<file path="src/rtl/safety_eoc_monitor_pkg.sv">
// Shared register map, summary bit positions, FSM state and per-hart status
// record for the end-of-computation monitor.
package safety_eoc_monitor_pkg;

   localparam int unsigned STATUS_BASE    = 'h00;
   localparam int unsigned CTRL_OFFSET    = 'h40;
   localparam int unsigned TIMEOUT_OFFSET = 'h44;
   localparam int unsigned SUMMARY_OFFSET = 'h48;
   localparam int unsigned COUNT_OFFSET   = 'h4C;

   localparam int unsigned SUM_ALL_DONE_BIT = 31;
   localparam int unsigned SUM_TIMEOUT_BIT  = 30;
   localparam int unsigned SUM_FAIL_BIT     = 29;

   localparam int unsigned CTRL_TMO_EN_BIT = 0;
   localparam int unsigned CTRL_CLEAR_BIT  = 1;

   typedef enum logic [1:0] {
      ST_IDLE,
      ST_RUN,
      ST_DONE,
      ST_TIMEOUT
   } eoc_state_e;

   typedef struct packed {
      logic        done;
      logic [30:0] code;
   } status_t;

endpackage

</file>
<file path="src/rtl/safety_eoc_slot.sv">
// Per-hart sticky status latch: the first accepted report is held until a
// clear or reset.
module safety_eoc_slot
   import safety_eoc_monitor_pkg::*;
(
   input  logic        clk_i,
   input  logic        rst_ni,
   input  logic        wr_i,
   input  logic        clr_i,
   input  logic [30:0] code_i,
   output status_t     status_o
);

   status_t status_q, status_d;

   always_comb begin
      status_d = status_q;
      if (clr_i) begin
         status_d = '0;
      end else if (wr_i && !status_q.done) begin
         status_d.done = 1'b1;
         status_d.code = code_i;
      end
   end

   always_ff @(posedge clk_i or negedge rst_ni) begin
      if (!rst_ni) status_q <= '0;
      else         status_q <= status_d;
   end

   assign status_o = status_q;

endmodule

</file>
<file path="src/rtl/safety_eoc_monitor.sv">
// Aggregates per-hart completion reports behind a register port and raises
// summary EOC/fail status with an optional timeout watchdog.
//
// state      | meaning
// -----------+------------------------------------------------------------
// ST_IDLE    | nothing reported, watchdog not armed
// ST_RUN     | at least one report or watchdog armed; counter runs if tmo_en
// ST_DONE    | every hart reported (terminal until clear)
// ST_TIMEOUT | watchdog expired before all harts reported (terminal)
module safety_eoc_monitor
   import safety_eoc_monitor_pkg::*;
#(
   parameter int unsigned NumHarts       = 4,
   parameter int unsigned AddrWidth      = 8,
   parameter int unsigned CntWidth       = 32,
   parameter logic [31:0] DefaultTimeout = 32'hFFFF_FFFF
) (
   input  logic                 clk_i,
   input  logic                 rst_ni,
   input  logic                 req_i,
   input  logic                 we_i,
   input  logic [AddrWidth-1:0] addr_i,
   input  logic [31:0]          wdata_i,
   output logic                 gnt_o,
   output logic                 rvalid_o,
   output logic [31:0]          rdata_o,
   output logic                 err_o,
   output logic                 eoc_o,
   output logic                 fail_o,
   output logic                 irq_o
);

   localparam int unsigned CmpW = (CntWidth > 32) ? CntWidth : 32;

   eoc_state_e          state_q, state_d;
   logic                tmo_en_q, tmo_en_d;
   logic [31:0]         timeout_q, timeout_d;
   logic [CntWidth-1:0] count_q, count_d;
   logic                rvalid_q, err_q, eoc_q, irq_q;
   logic                err_d, eoc_d, irq_d;
   logic [31:0]         rdata_q, rdata_d;

   status_t             slot [NumHarts];
   logic [NumHarts-1:0] sel_status, slot_wr, done_vec, done_next;
   status_t             rd_status;
   logic                any_code, sel_ctrl, sel_tmo, sel_sum, sel_cnt;
   logic                acc_err, wr_ok, clear, terminal, tmo_arm, expired;
   logic [31:0]         sum_word;

   for (genvar h = 0; h < NumHarts; h++) begin : g_slot
      safety_eoc_slot u_slot (
         .clk_i    (clk_i),
         .rst_ni   (rst_ni),
         .wr_i     (slot_wr[h]),
         .clr_i    (clear),
         .code_i   (wdata_i[30:0]),
         .status_o (slot[h])
      );
   end

   assign gnt_o  = req_i;
   assign fail_o = eoc_q && ((state_q == ST_TIMEOUT) || any_code);

   always_comb begin
      sel_status = '0;
      done_vec   = '0;
      rd_status  = '0;
      any_code   = 1'b0;
      for (int h = 0; h < NumHarts; h++) begin
         sel_status[h] = (addr_i == AddrWidth'(STATUS_BASE + 4 * h));
         done_vec[h]   = slot[h].done;
         any_code      = any_code | (|slot[h].code);
         if (sel_status[h]) rd_status = slot[h];
      end
      sel_ctrl = (addr_i == AddrWidth'(CTRL_OFFSET));
      sel_tmo  = (addr_i == AddrWidth'(TIMEOUT_OFFSET));
      sel_sum  = (addr_i == AddrWidth'(SUMMARY_OFFSET));
      sel_cnt  = (addr_i == AddrWidth'(COUNT_OFFSET));
      // Exact offset matches also reject misaligned addresses.
      acc_err  = !((|sel_status) || sel_ctrl || sel_tmo || sel_sum || sel_cnt) ||
                 (we_i && (sel_sum || sel_cnt));
      wr_ok    = req_i && we_i && !acc_err;
      clear    = wr_ok && sel_ctrl && wdata_i[CTRL_CLEAR_BIT];
      terminal = (state_q == ST_DONE) || (state_q == ST_TIMEOUT);
      tmo_arm  = wr_ok && sel_ctrl && wdata_i[CTRL_TMO_EN_BIT];
      expired  = tmo_en_q && (CmpW'(count_q) >= CmpW'(timeout_q));

      for (int h = 0; h < NumHarts; h++) begin
         slot_wr[h] = wr_ok && sel_status[h] && wdata_i[31] && !terminal && !clear;
      end
      done_next = done_vec | slot_wr;

      tmo_en_d  = (wr_ok && sel_ctrl) ? wdata_i[CTRL_TMO_EN_BIT] : tmo_en_q;
      timeout_d = (wr_ok && sel_tmo) ? wdata_i : timeout_q;

      state_d = state_q;
      if (clear) begin
         state_d = tmo_en_d ? ST_RUN : ST_IDLE;
      end else begin
         case (state_q)
            ST_IDLE: begin
               if (&done_next)                state_d = ST_DONE;
               else if ((|slot_wr) || tmo_arm) state_d = ST_RUN;
            end
            ST_RUN: begin
               if (&done_next)   state_d = ST_DONE;
               else if (expired) state_d = ST_TIMEOUT;
            end
            default: state_d = state_q;
         endcase
      end

      count_d = count_q;
      if (clear) begin
         count_d = '0;
      end else if ((state_q == ST_RUN) && (state_d == ST_RUN) && tmo_en_q &&
                   (count_q != '1)) begin
         count_d = count_q + 1'b1;
      end

      eoc_d = (state_d == ST_DONE) || (state_d == ST_TIMEOUT);
      irq_d = eoc_d && (state_d != state_q);

      sum_word                   = '0;
      sum_word[NumHarts-1:0]     = done_vec;
      sum_word[SUM_ALL_DONE_BIT] = &done_vec;
      sum_word[SUM_TIMEOUT_BIT]  = (state_q == ST_TIMEOUT);
      sum_word[SUM_FAIL_BIT]     = fail_o;

      err_d   = req_i && acc_err;
      rdata_d = '0;
      if (req_i && !we_i && !acc_err) begin
         if (|sel_status)  rdata_d = rd_status;
         else if (sel_ctrl) rdata_d = {31'b0, tmo_en_q};
         else if (sel_tmo)  rdata_d = timeout_q;
         else if (sel_sum)  rdata_d = sum_word;
         else               rdata_d = 32'(count_q);
      end
   end

   always_ff @(posedge clk_i or negedge rst_ni) begin
      if (!rst_ni) begin
         state_q   <= ST_IDLE;
         tmo_en_q  <= 1'b0;
         timeout_q <= DefaultTimeout;
         count_q   <= '0;
         rvalid_q  <= 1'b0;
         rdata_q   <= '0;
         err_q     <= 1'b0;
         eoc_q     <= 1'b0;
         irq_q     <= 1'b0;
      end else begin
         state_q   <= state_d;
         tmo_en_q  <= tmo_en_d;
         timeout_q <= timeout_d;
         count_q   <= count_d;
         rvalid_q  <= req_i;
         rdata_q   <= rdata_d;
         err_q     <= err_d;
         eoc_q     <= eoc_d;
         irq_q     <= irq_d;
      end
   end

   assign rvalid_o = rvalid_q;
   assign rdata_o  = rdata_q;
   assign err_o    = err_q;
   assign eoc_o    = eoc_q;
   assign irq_o    = irq_q;

endmodule

</file>
<file path="config.mk">
export PLATFORM = sky130hd
export DESIGN_NAME = safety_eoc_monitor
export DESIGN_NICKNAME = d
export VERILOG_FILES = /design/src/rtl/safety_eoc_monitor_pkg.sv /design/src/rtl/safety_eoc_slot.sv /design/src/rtl/safety_eoc_monitor.sv
export SDC_FILE = /design/constraint.sdc
export NUM_CORES = 1
export LEC_CHECK = 0
export BUFFER_PORTS_ARGS = -buffer_cell sky130_fd_sc_hd__buf_2
export CORE_ASPECT_RATIO = 1.4
export CORE_MARGIN = 2
export CORE_UTILIZATION = 37
export DETAILED_ROUTE_END_ITERATION = 8
export PLACE_DENSITY = 0.5
export SYNTH_ARGS = -nofsm -noshare
export SYNTH_HDL_FRONTEND = slang
export SYNTH_SLANG_ARGS = --single-unit
export TNS_END_PERCENT = 50
</file>
<file path="constraint.sdc">
create_clock -name clk_i -period 6.8 [get_ports clk_i]
set_input_delay 0 -clock clk_i [delete_from_list [all_inputs] [get_ports clk_i]]
set_output_delay 0 -clock clk_i [all_outputs]
set_load 0.02 [all_outputs]
</file>
# == Word-level counts from Yosys, hierarchy flattened ==
# Cells that the tools add are included.
# op_classes
addsub,1
magnitude_cmp,1
n_eq_ne,15
mux,27
bitwise,4
reduce_logical,70
# ops
op,n
$mux 32,19
$reduce_or 31->1,4
$logic_and 1x1->1,36
$add 32x1->32 const B,1
$eq 8x7->1 const B,4
$ge 32x32->1,1
$ne 32x32->1 const B,1
$eq 8x4->1 const B,2
$logic_or 1x1->1,10
$mux 2,5
$reduce_bool 2->1,5
$logic_not 1->1,9
$eq 2x2->1 const B,4
$eq 8x3->1 const B,1
$logic_not 8->1,1
$reduce_and 4->1,2
$reduce_or 4->1,2
$eq 2x1->1 const B,2
$or 4x4->4,1
$pmux 2 s2,1
$or 1x1->1,3
$logic_not 2->1,1
$mux 1,2
$ne 2x2->1,1
# totals
register_bits,231
inputBits,44
output_inout_bits,38
elab_cells,135

# == Longest topological paths before layout ==
# Gate-level depths: netlist of the first run.
# depth
ltp_word,26
mapped_depth,11
ltp_nobuf,9

# == By module ==
# Synthesis of the first run repeated with hierarchy kept, for this count alone.
# unflattened
hier_cells,1250
area_unflattened_um2,13417.9
# modules_own_cells
mod,n_inst,cells_per_inst,area_per_inst_um2,seq_area_each_um2
safety_eoc_monitor,1,678,6971.7,2617.5
safety_eoc_slot,4,143,1611.5,800.8

# == Worst setup path before layout of the first run ==
# Ideal clock, no wire load.
# synth_path
kind,reg-to-reg
startpoint,register timeout_q[30]
endpoint,register count_q[2]
arrival_time_ns,2.571
required_time_ns,6.681
setup_slack_ns,4.110
stages_incl_launch_ff,12
path_buffers,2
period_less_slack_ns,2.690
path_cell_list,dfstp_2 -> inv_1 -> ha_1 -> nand4_1 -> nor4_1 -> a22oi_1 -> o21a_1 -> o21ai_1 -> clkbuf_1 -> clkbuf_1 -> nor4_1 -> o21a_1
# synth_via
elab_chain_cells,11
# synth_rtl
item,line_no,text
start: declaration,safety_eoc_monitor.sv:37,"logic [31:0] timeout_q, timeout_d;"
start signal: assignment,safety_eoc_monitor.sv:145,timeout_q <= DefaultTimeout;
start signal: assignment,safety_eoc_monitor.sv:155,timeout_q <= timeout_d;
$ge 32x32->1,safety_eoc_monitor.sv:86,expired = tmo_en_q && (CmpW'(count_q) >= CmpW'(timeout_q));
$logic_and 1x1->1,safety_eoc_monitor.sv:86,
$mux 2,safety_eoc_monitor.sv:107,else if (expired) state_d = ST_TIMEOUT;
$mux 2,safety_eoc_monitor.sv:106,if (&done_next) state_d = ST_DONE;
$pmux 2 s2,safety_eoc_monitor.sv:100,case (state_q)
$mux 2,safety_eoc_monitor.sv:97,if (clear) begin
$eq 2x1->1,safety_eoc_monitor.sv:116,end else if ((state_q == ST_RUN) && (state_d == ST_RUN) && tmo_en_q &&
$logic_and 1x1->1 (3 in a row),safety_eoc_monitor.sv:116,
$reduce_bool 2->1 (no source line),n/a,
end signal: assignment,safety_eoc_monitor.sv:156,count_q <= count_d;
end: declaration,safety_eoc_monitor.sv:38,"logic [CntWidth-1:0] count_q, count_d;"
# No other way between the ends.
# A chain may end at the register's enable or synchronous reset.

# == Final worst setup path of the first run ==
# layout_path
startpoint,register state_q[1]
endpoint,register count_q[15]
# layout_via
elab_chain_cells,16
# layout_rtl
item,line_no,text
start: declaration,safety_eoc_monitor.sv:35,"eoc_state_e state_q, state_d;"
start signal: assignment,safety_eoc_monitor.sv:153,state_q <= state_d;
$eq 2x2->1,safety_eoc_monitor.sv:84,terminal = (state_q == ST_DONE) || (state_q == ST_TIMEOUT);
$logic_or 1x1->1,safety_eoc_monitor.sv:84,
$logic_not 1->1,safety_eoc_monitor.sv:89,slot_wr[h] = wr_ok && sel_status[h] && wdata_i[31] && !terminal && !clear;
$logic_and 1x1->1 (2 in a row),safety_eoc_monitor.sv:89,
$reduce_or 4->1,safety_eoc_monitor.sv:103,else if ((|slot_wr) || tmo_arm) state_d = ST_RUN;
$logic_or 1x1->1,safety_eoc_monitor.sv:103,
$mux 2,safety_eoc_monitor.sv:103,
$mux 2,safety_eoc_monitor.sv:102,if (&done_next) state_d = ST_DONE;
$pmux 2 s2,safety_eoc_monitor.sv:100,
$mux 2,safety_eoc_monitor.sv:97,
$eq 2x1->1,safety_eoc_monitor.sv:116,
$logic_and 1x1->1 * (3 in a row),safety_eoc_monitor.sv:116,
$reduce_bool 2->1 (no source line) *,n/a,
# Mark *: on every way between the ends. The rest lies on a longest branch, timed or not.

==> flow_metrics.py, run 1 <==
metrics = {
    "layout": {
        "area_growth_pct": 16.44,
        "final_nets": 1551,
        "drive_gt1_share_pct": 13.13,
        "fillers": 3261,
        "layoutNonFillerInstCount": 1934,
    },
    "placed_design": {
        "io_buffers": 81,
        "dp_hpwl_mm": 29.16,
        "finalWeightedCongestion": 0.8849,
        "place_inst": 1849,
        "preCtsSetupSlack_ns": 3.368,
    },
    "die": {
        "core_sq_mm": 0.03240,
        "fp.dieArea_sq_mm": 0.03427,
        "initial_core_util_pct": 37.43,
        "rows": 78,
        "io_pins": 82,
        "die_w_um": 157.0,
        "die_h_um": 218.2,
    },
    "clocking": {
        "cts_sinks": 231,
        "ctsRootBufferMaster": "clkbuf_16",
        "cts.repair.resized": 0,
        "htree_num_levels": 1,
        "numCtsBuffers": 26,
        "postCtsSetupBuffers": 0,
        "clk_latency_ns": 0.55,
        "cts_tree": "built",
        "clockBufferDepth": 3,
        "cts.clk_slew.worst_paths_ns": 0.06,
    },
    "sta": {
        "hold_viol_final": 0,
        "tightest_slew_ns": 1.179,
        "clock-skew-final_ns": 0.01044,
        "relSlewSlack_pct": 21.20,
        "drv_slew": 0,
        "setup_viol": 0,
        "timing.fmax_ghz": 0.2854,
        "rsz0062_at_grt": "false",
        "setup_ws_ns": 3.296,
        "min_period_over_period_pct": 51.53,
        "setup_tns_ns": 0,
        "timing.final.crit_period_ns": 3.504,
    },
    "worst_setup_path": {
        "slowest_delay_ns": 0.79,
        "reg2reg_to": "count_q[15]",
        "start_kind": "register",
        "critPathArrivalTime_ns": 3.94,
        "crit_family": "simple AND/OR/NAND/NOR gates",
        "rr_worst_depth": 7,
        "slowest_stage": "nor4_2",
        "path_cells": "nand4b_1 -> nor4_2 -> a21oi_1 -> nor4b_2 -> a41o_2 -> o311ai_0 -> o41ai_1",
        "timing.rr.start": "state_q[1]",
        "crit_path_end_kind": "register",
        "crit_path_max_fanout": 59,
        "ff2ff_setup_slack_ns": 3.30,
        "required_ns": 7.23,
        "cp_num_buf_inv": 0,
        "crit_type": "reg2reg",
    },
    "logic_synthesis": {
        "ys_warn_count": 0,
        "syn_area_sq_mm": 0.01213,
        "ys_ff_latch": 231,
        "ys_types": 62,
        "synth_area_per_cell_sq_um": 8.614,
        "synth_cells": 1408,
        "synth_enable_flop_cells": 0,
        "yosysSeqAreaShare_pct": 47.99,
        "synth_nets": 1485,
        "synth-main-ff-cell": "dfrtp_1",
        "ys_top_cells_by_area": "dfrtp_1 41%, nand2_1 11%, o21ai_0 9.2%, dfstp_2 6.9%, a21oi_1 4.2%",
        "yosys.area.top_type": "dfrtp_1",
        "synth_top_area_share_pct": 41.06,
        "async_flop_share_pct": 100.0,
    },
    "min_path": {
        "worstHoldPathType": "in2reg",
        "hold_end": "g_slot[0].u_slot.status_o[1]",
        "holdPathStages": 5,
        "min_from": "addr_i[5]",
    },
    "global_routing": {
        "grt_usage_pct": 24.81,
        "grt_max_degree": 122,
        "antenna_found_initial": 1,
        "grt_pass1_wl_mm": 65.16,
        "grt_overflow": 0,
        "first_global_vias": 10720,
    },
    "power_and_ir_drop": {
        "p_leak_nw": 6.064,
        "peakVddDrop_v": 0.0001841,
        "pwr_density_cell_mw_per_mm2": 209.7,
    },
    "route": {
        "totalWireLength_mm": 42.02,
        "postRouteAntennaNets": 0,
        "drc": 0,
        "wl_per_cell_um": 21.72,
        "drt-vias-per-instance": 5.571,
        "num_vias": 10780,
        "detail_route.iter0.violations": 814,
        "drtPass1Iterations": 5,
    },
    "run": {
        "cap_violations": 0,
    },
    "run_status": {
        "status": "finished, final reports clean",
    },
}
-- cell usage in the layout, fill, tap and decap left out, types with 6 or more instances in the layout --
master,Yosys,layout
a211oi_1,6,6
a21oi_1,102,102
a22o_1,25,25
a22oi_1,31,31
and3_1,9,9
and4_1,6,6
buf_2,4,80
buf_4,2,19
clkbuf_1,86,6
clkbuf_16,0,27
clkbuf_8,0,7
dfrtp_1,199,199
dfstp_2,32,32
dlygate4sd3_1,0,37
ha_1,33,33
inv_1,45,45
mux2i_1,10,10
nand2_1,345,345
nand2b_1,9,9
nand3_1,17,17
nand4_1,27,27
nor2_1,27,22
nor3_1,6,6
nor4_1,40,40
o211ai_1,14,14
o21ai_0,222,222
o31ai_1,21,21
or4_1,22,22
-- per-layer routing --
layer	global-route usage, %	share of wire, %	routed length (um)
met4	10.18	4.2	1775
met3	2.796	4.6	1912
met2	40.83	48	20200
met5	0	0	0
met1	33.24	43	18130
-- power breakdown --
| part | switching [mW] | internal [mW] |
|---|---|---|
| sequential | 0.00175 | 1.38 |
| clock | 0.594 | 0.876 |
| combinational | 0.0798 | 0.0329 |
| total | 0.676 | 2.29 |
-- worst reg2reg max path: cells and delay by family (launching register included) --
family / cells / cell delay [ns]
AND/OR/NAND/NOR: 3 / 1.44
flip-flops: 1 / 0.49
AO/OA/AOI/OAI: 4 / 1.46
-- area by class of cell --
type                       count  area, sq um  share of cell area (%)
clock buffer                  40        794.5                   5.625
multi-input combinational   1033         5768                   40.84
timing repair buffer         137        928.4                   6.573
sequential                   231         5821                   41.21
inverter                      45        168.9                   1.196
tap                          440        550.5                   3.898
antenna                        1        2.502                 0.01772
clock inverter                 7        90.09                  0.6378
-- synth_stat cells (4+ instances only) --
cell type	instances
inv_1	45
mux2i_1	10
nand3_1	17
a21oi_1	102
a22o_1	25
nor4_1	40
dfrtp_1	199
buf_6	6
buf_2	4
a22oi_1	31
a211oi_1	6
nand2_1	345
o211ai_1	14
nor2_1	27
or3_1	4
or4_1	22
clkbuf_1	86
o41ai_1	5
o31ai_1	21
nand4_1	27
o21ai_0	222
a21boi_0	4
ha_1	33
nor3_1	6
nand2b_1	9
and4_1	6
dfstp_2	32
and3_1	9
-- timing repair --
| item | in CTS | in global routing |
|---|---|---|
| hold endpoints to repair | 255 | 0 |
| setup endpoints to repair | 0 | 0 |
| hold buffers | 37 | 0 |
-- flip-flops by register name, indices dropped and copies added (netlist names), 2 cells and up --
register	count
g_slot.u_slot.status_o	128
count_q	32
timeout_q	32
rdata_o	32
state_q	2
-- logic make-up after synthesis --
group,after synthesis,synth area share (%)
AO/OA/AOI/OAI,452,21.74
buffers and inverters,144,4.931
multiplexers,12,1.011
AND/OR/NAND/NOR,535,20.86
adder cells (fa/ha/maj),33,3.404
XOR/XNOR,1,0.07222
flip-flops,231,47.99
-- per-stage QoR --
step	util, %	hold slack [ns]	instance area (sq um)	total power [mW]
final	43.59	0.06445	14120	2.962
after global routing	43.58	0.08089	14120	3.059
after CTS	43.58	0.01941	14120	2.996
after detailed placement	39.71	0.1577	12870	1.501
after global placement	39.71	0.1672	12870	1.501
after floorplan	-	-0.2956	12130	1.425
-- worst max-delay path by stage --
stage / start / end / cells past startpoint
final: state_q[1] / count_q[15] / 7
after global routing: addr_i[2] / count_q[25] / 9
after CTS: state_q[1] / count_q[15] / 7
after detailed placement: addr_i[2] / count_q[31] / 8
after global placement: state_q[1] / count_q[15] / 7
after floorplan: timeout_q[30] / count_q[2] / 11
Power figures use the tool's default switching activity.
==> inputs of run 2 (changes only) <==
- clock period: 6.8 -> 3.4 ns (I/O delays scaled with it)
==> flow_metrics.py, run 2 (synthesized netlist as in run 1, its figures left out) <==
metrics = {
    "layout": {
        "antenna_cells": 0,
        "utilization_pct": 44.46,
        "final_nets": 1573,
        "fillers": 3250,
        "drive_gt1_share_pct": 14.38,
        "design_area_sq_mm": 0.01441,
        "area_growth_pct": 18.77,
        "layout_common_cells": "345 x nand2_1, 222 x o21ai_0, 199 x dfrtp_1, 102 x a21oi_1, 80 x buf_2",
        "largest_reg_flops": 128,
        "layoutNonFillerInstCount": 1956,
        "final_common_cell": "nand2_1",
    },
    "power_and_ir_drop": {
        "pwr_density_cell_mw_per_mm2": 424.8,
        "p_int_mw": 4.751,
        "seqPwrFrac_pct": 45.1,
        "clock_power_share_pct": 51.1,
        "peakVddDrop_v": 0.0003489,
        "power.switching_mw": 1.369,
        "pwr-share-comb_pct": 3.8,
        "total_power_mw": 6.119,
        "p_leak_nw": 6.231,
        "swShare_pct": 22.37,
    },
    "placed_design": {
        "finalWeightedCongestion": 0.8935,
        "place_inst": 1871,
        "dp_hpwl_mm": 30.02,
        "io_buffers": 81,
        "postPlaceCellArea_sq_mm": 0.01309,
    },
    "min_path": {
        "worstHoldPathType": "in2async",
    },
    "clocking": {
        "postCtsSetupBuffers": 0,
        "ctsRootBufferMaster": "clkbuf_16",
        "cts.repair.resized": 0,
        "cts.clk_slew.worst_paths_ns": 0.06,
        "cts_tree": "built",
        "htree_num_levels": 1,
        "numCtsBuffers": 26,
        "clk_latency_ns": 0.55,
        "cts_sinks": 231,
        "clockBufferDepth": 3,
    },
    "sta": {
        "setup_tns_ns": 0,
        "relSlewSlack_pct": 32.52,
        "hold_viol_final": 0,
        "clock-skew-final_ns": 0.01233,
        "min_period_over_period_pct": 93.60,
        "tightest_slew_ns": 1.012,
        "timing.final.crit_period_ns": 3.182,
        "drv_slew": 0,
        "timing.fmax_ghz": 0.3142,
        "setup_viol": 0,
        "rsz0062_at_grt": "false",
    },
    "global_routing": {
        "first_global_vias": 10670,
        "antenna_found_initial": 1,
        "grt_usage_pct": 25.08,
        "grt_max_degree": 96,
        "grt_pass1_wl_mm": 65.49,
        "grt_overflow": 0,
    },
    "worst_setup_path": {
        "crit_path_max_fanout": 59,
        "crit_type": "reg2reg",
        "crit_path_end_kind": "register",
        "required_ns": 3.87,
        "worst-path-stages": 10,
        "start_kind": "register",
        "critPathArrivalTime_ns": 3.65,
        "rr_worst_depth": 10,
        "path_cells": "inv_1 -> ha_1 -> nand2_1 -> nor4_1 -> o41ai_1 -> o211ai_1 -> a41o_2 -> buf_12 -> or2_1 -> a21boi_1",
        "slowest_delay_ns": 0.59,
        "slowest_stage": "nor4_1",
        "cp_num_buf_inv": 2,
        "crit_family": "compound AO/OA/AOI/OAI gates",
        "timing.rr.start": "timeout_q[15]",
        "critPathLaunch": "timeout_q[15]",
    },
    "route": {
        "postRouteAntennaNets": 0,
        "detail_route.iter0.violations": 910,
        "drc": 0,
        "num_vias": 10950,
        "wl_per_cell_um": 21.83,
        "totalWireLength_mm": 42.70,
        "drtPass1Iterations": 5,
        "drt-vias-per-instance": 5.600,
    },
    "die": {
        "die_h_um": 218.2,
        "fp.dieArea_sq_mm": 0.03427,
        "core_sq_mm": 0.03240,
        "initial_core_util_pct": 37.43,
        "io_pins": 82,
        "die_w_um": 157.0,
        "rows": 78,
    },
    "run_status": {
        "status": "finished, final reports clean",
    },
    "run": {
        "cap_violations": 0,
    },
}
-- run 2: per-stage QoR --
stage	setup WS [ns]	hold slack (ns)
final	0.2175	0.06555
after floorplan	0.7103	-0.2956
after global placement	0.2285	0.08665
after detailed placement	0.2442	0.08463
after CTS	0.2129	0.05401
after global routing	0.1321	0.1088
-- run 2: power by group through the flow --
stage	clock (mW)	combinational, mW	sequential, mW
final	3.13	0.233	2.76
after detailed placement	0	0.200	2.81
after global placement	0	0.202	2.81
after floorplan	0	0.0413	2.81
after CTS	3.18	0.234	2.76
after global routing	3.30	0.253	2.76
-- run 2: worst reg2reg max path, stage by stage (launching register included) --
cell      delay, ns
dfstp_2        0.53
inv_1          0.05
ha_1           0.29
nand2_1        0.10
nor4_1         0.59
o41ai_1        0.26
o211ai_1       0.30
a41o_2         0.27
buf_12         0.24
or2_1          0.25
a21boi_1       0.22
-- run 2: final timing paths --
| kind | end | slack (ns) |
|---|---|---|
| min | g_slot[3].u_slot.status_o[8] | 0.07 |
| max in group asynchronous | timeout_q[0] | 2.33 |
| min reg2reg | timeout_q[14] | 0.52 |
| max reg2reg | irq_o | 0.22 |
| min in group clk_i | state_q[0] | 0.09 |
| max | irq_o | 0.22 |
-- run 2: repair_timing --
| item | 4_1_cts | 5_1_grt |
|---|---|---|
| endpoints found under the setup margin | 0 | 0 |
| endpoints found under the hold margin | 255 | 0 |
| hold buffers | 37 | 0 |
-- run 2: final cells by class --
type / count / area (sq um) / area share [%]
sequential: 231 / 5821 / 40.40
timing repair buffer: 159 / 1156 / 8.025
tap: 440 / 550.5 / 3.821
multi-input combinational: 1033 / 5768 / 40.04
clock buffer: 42 / 812.0 / 5.637
clock inverter: 6 / 130.1 / 0.9033
inverter: 45 / 168.9 / 1.172
-- run 2: per-layer routing --
layer  track usage, %  wire length (um)  vias to the layer above  part of all wire [%]
li1                 -                 -                     5213                     -
met1            33.54             18640                     5364                    44
met2            42.25             20780                      305                    49
met3            2.439              1767                       72                   4.1
met4            9.030              1506                        0                   3.5
met5                0                 0                        -                     0
==> inputs of run 3 (changes only) <==
- CORE_ASPECT_RATIO: 1.4 -> not set
==> flow_metrics.py, run 3 (synthesized netlist as in run 1, its figures left out) <==
metrics = {
    "min_path": {
        "worstHoldPathType": "in2async",
    },
    "worst_setup_path": {
        "cp_num_buf_inv": 1,
        "crit_family": "simple AND/OR/NAND/NOR gates",
        "start_kind": "register",
        "required_ns": 3.40,
        "slowest_delay_ns": 0.70,
        "critPathArrivalTime_ns": 2.94,
        "cp_common_cell": "nor4_1",
        "slowest_stage": "nor4_1",
        "crit_path_end_kind": "primary output",
        "crit_path_max_fanout": 3,
        "path_cells": "nor4_1 -> nand4_1 -> nor4_1 -> a21boi_0 -> buf_2",
        "crit_type": "reg2out",
    },
    "placed_design": {
        "dp_hpwl_mm": 29.25,
        "finalWeightedCongestion": 0.8202,
        "io_buffers": 81,
    },
    "run_status": {
        "status": "finished, final reports clean",
    },
    "layout": {
        "final_nets": 1588,
        "largest_reg_flops": 128,
        "final_common_cell": "nand2_1",
        "antenna_cells": 0,
        "fillers": 3247,
        "area_growth_pct": 20.01,
        "layout_common_cells": "345 x nand2_1, 222 x o21ai_0, 199 x dfrtp_1, 102 x a21oi_1, 80 x buf_2",
        "drive_gt1_share_pct": 15.32,
    },
    "die": {
        "die_w_um": 185.1,
        "fp.dieArea_sq_mm": 0.03425,
        "rows": 66,
        "initial_core_util_pct": 37.47,
        "core_sq_mm": 0.03237,
        "io_pins": 82,
        "die_h_um": 185.1,
    },
    "clocking": {
        "numCtsBuffers": 29,
        "ctsRootBufferMaster": "clkbuf_16",
        "clk_latency_ns": 0.56,
        "cts.clk_slew.worst_paths_ns": 0.06,
        "htree_num_levels": 1,
        "cts_sinks": 231,
        "ctsHoldBuffers": 40,
        "clockBufferDepth": 3,
        "cts_tree": "built",
        "postCtsSetupBuffers": 0,
        "cts.repair.resized": 0,
    },
    "sta": {
        "min_period_over_period_pct": 86.47,
        "hold_viol_final": 0,
        "setup_viol": 0,
        "timing.fmax_ghz": 0.3401,
        "setup_tns_ns": 0,
        "drv_slew": 0,
        "rsz0062_at_grt": "false",
        "relSlewSlack_pct": 46.45,
        "hold_slack_ns": 0.03769,
        "clock-skew-final_ns": 0.01331,
        "timing.final.crit_period_ns": 2.940,
        "tightest_slew_ns": 0.7960,
    },
    "route": {
        "drt-vias-per-instance": 5.501,
        "drc": 0,
        "num_vias": 10870,
        "postRouteAntennaNets": 0,
        "detail_route.iter0.violations": 907,
        "wl_per_cell_um": 21.15,
        "drtPass1Iterations": 5,
        "totalWireLength_mm": 41.79,
    },
    "global_routing": {
        "grt_overflow": 0,
        "grt_pass1_wl_mm": 64.39,
        "antenna_found_initial": 0,
        "grt_max_degree": 128,
        "grt_usage_pct": 24.65,
        "first_global_vias": 10570,
    },
    "run": {
        "cap_violations": 0,
    },
    "power_and_ir_drop": {
        "peakVddDrop_v": 0.0003495,
        "p_leak_nw": 6.316,
        "pwr_density_cell_mw_per_mm2": 420.3,
    },
}
run 3: cell count changes in the layout (fill, tap and decap cells not counted), sizes merged:
| cell | before | now |
|---|---|---|
| clkinv | 2 | 7 |
| inv | 45 | 46 |
| clkinvlp | 0 | 1 |
| buf | 122 | 132 |
| bufinv | 4 | 2 |
| clkbuf | 42 | 43 |
| dlygate4sd3 | 37 | 39 |
run 3: cell type report:
cell class | instances | area, sq um | area share [%]
clock inverter | 11 | 111.4 | 0.7650
timing repair buffer | 171 | 1276 | 8.767
sequential | 231 | 5821 | 39.99
tap | 442 | 553.0 | 3.799
clock buffer | 43 | 858.3 | 5.896
inverter | 45 | 168.9 | 1.160
multi-input combinational | 1033 | 5768 | 39.63
run 3: per-layer routing:
layer | vias up | GRT usage [%] | wire (um)
met4 | 0 | 8.254 | 1451
met3 | 66 | 3.008 | 1808
met2 | 287 | 37.81 | 18810
met1 | 5277 | 36.05 | 19720
met5 | - | 0 | 0
li1 | 5240 | - | -
run 3: per-stage QoR:
stage	cell area, sq um	instances	power, mW	setup WS, ns	util, %
floorplan	12130	1408	2.849	0.7103	-
global placement	13180	1882	3.009	0.6224	40.70
detailed placement	13180	1882	3.007	0.5665	40.70
CTS	14560	1976	6.182	0.4765	44.97
global route	14560	1976	6.314	0.3339	44.97
finish	14560	1976	6.118	0.4601	44.97
run 3: final timing paths:
path / start / end / slack [ns] / depth (start not counted)
setup reg to reg: timeout_q[27] / count_q[16] / 0.55 / 10
min in group clk_i: addr_i[2] / g_slot[1].u_slot.status_o[31] / 0.04 / 3
max in group asynchronous: rst_ni / rdata_o[19] / 2.63 / 3
hold reg to reg: timeout_q[10] / timeout_q[10] / 0.52 / 2
hold / removal: rst_ni / timeout_q[3] / 0.04 / 2
setup / recovery: g_slot[0].u_slot.status_o[15] / fail_o / 0.46 / 5
run 3: worst reg2reg max path, stage by stage, from the launching register on:
cell       delay (ns)
dfstp_2          0.52
inv_1            0.05
ha_1             0.32
a21oi_1          0.14
o21ai_0          0.09
a2111oi_0        0.45
o21a_1           0.23
o21ai_2          0.14
buf_12           0.20
or4_1            0.48
a21oi_1          0.16
run 3: power by group:
part / switching [mW] / internal, mW / total, mW
logic: 0.166 / 0.0724 / 0.238
clock network: 1.23 / 1.89 / 3.12
registers: 0.00334 / 2.76 / 2.76
total: 1.40 / 4.72 / 6.12
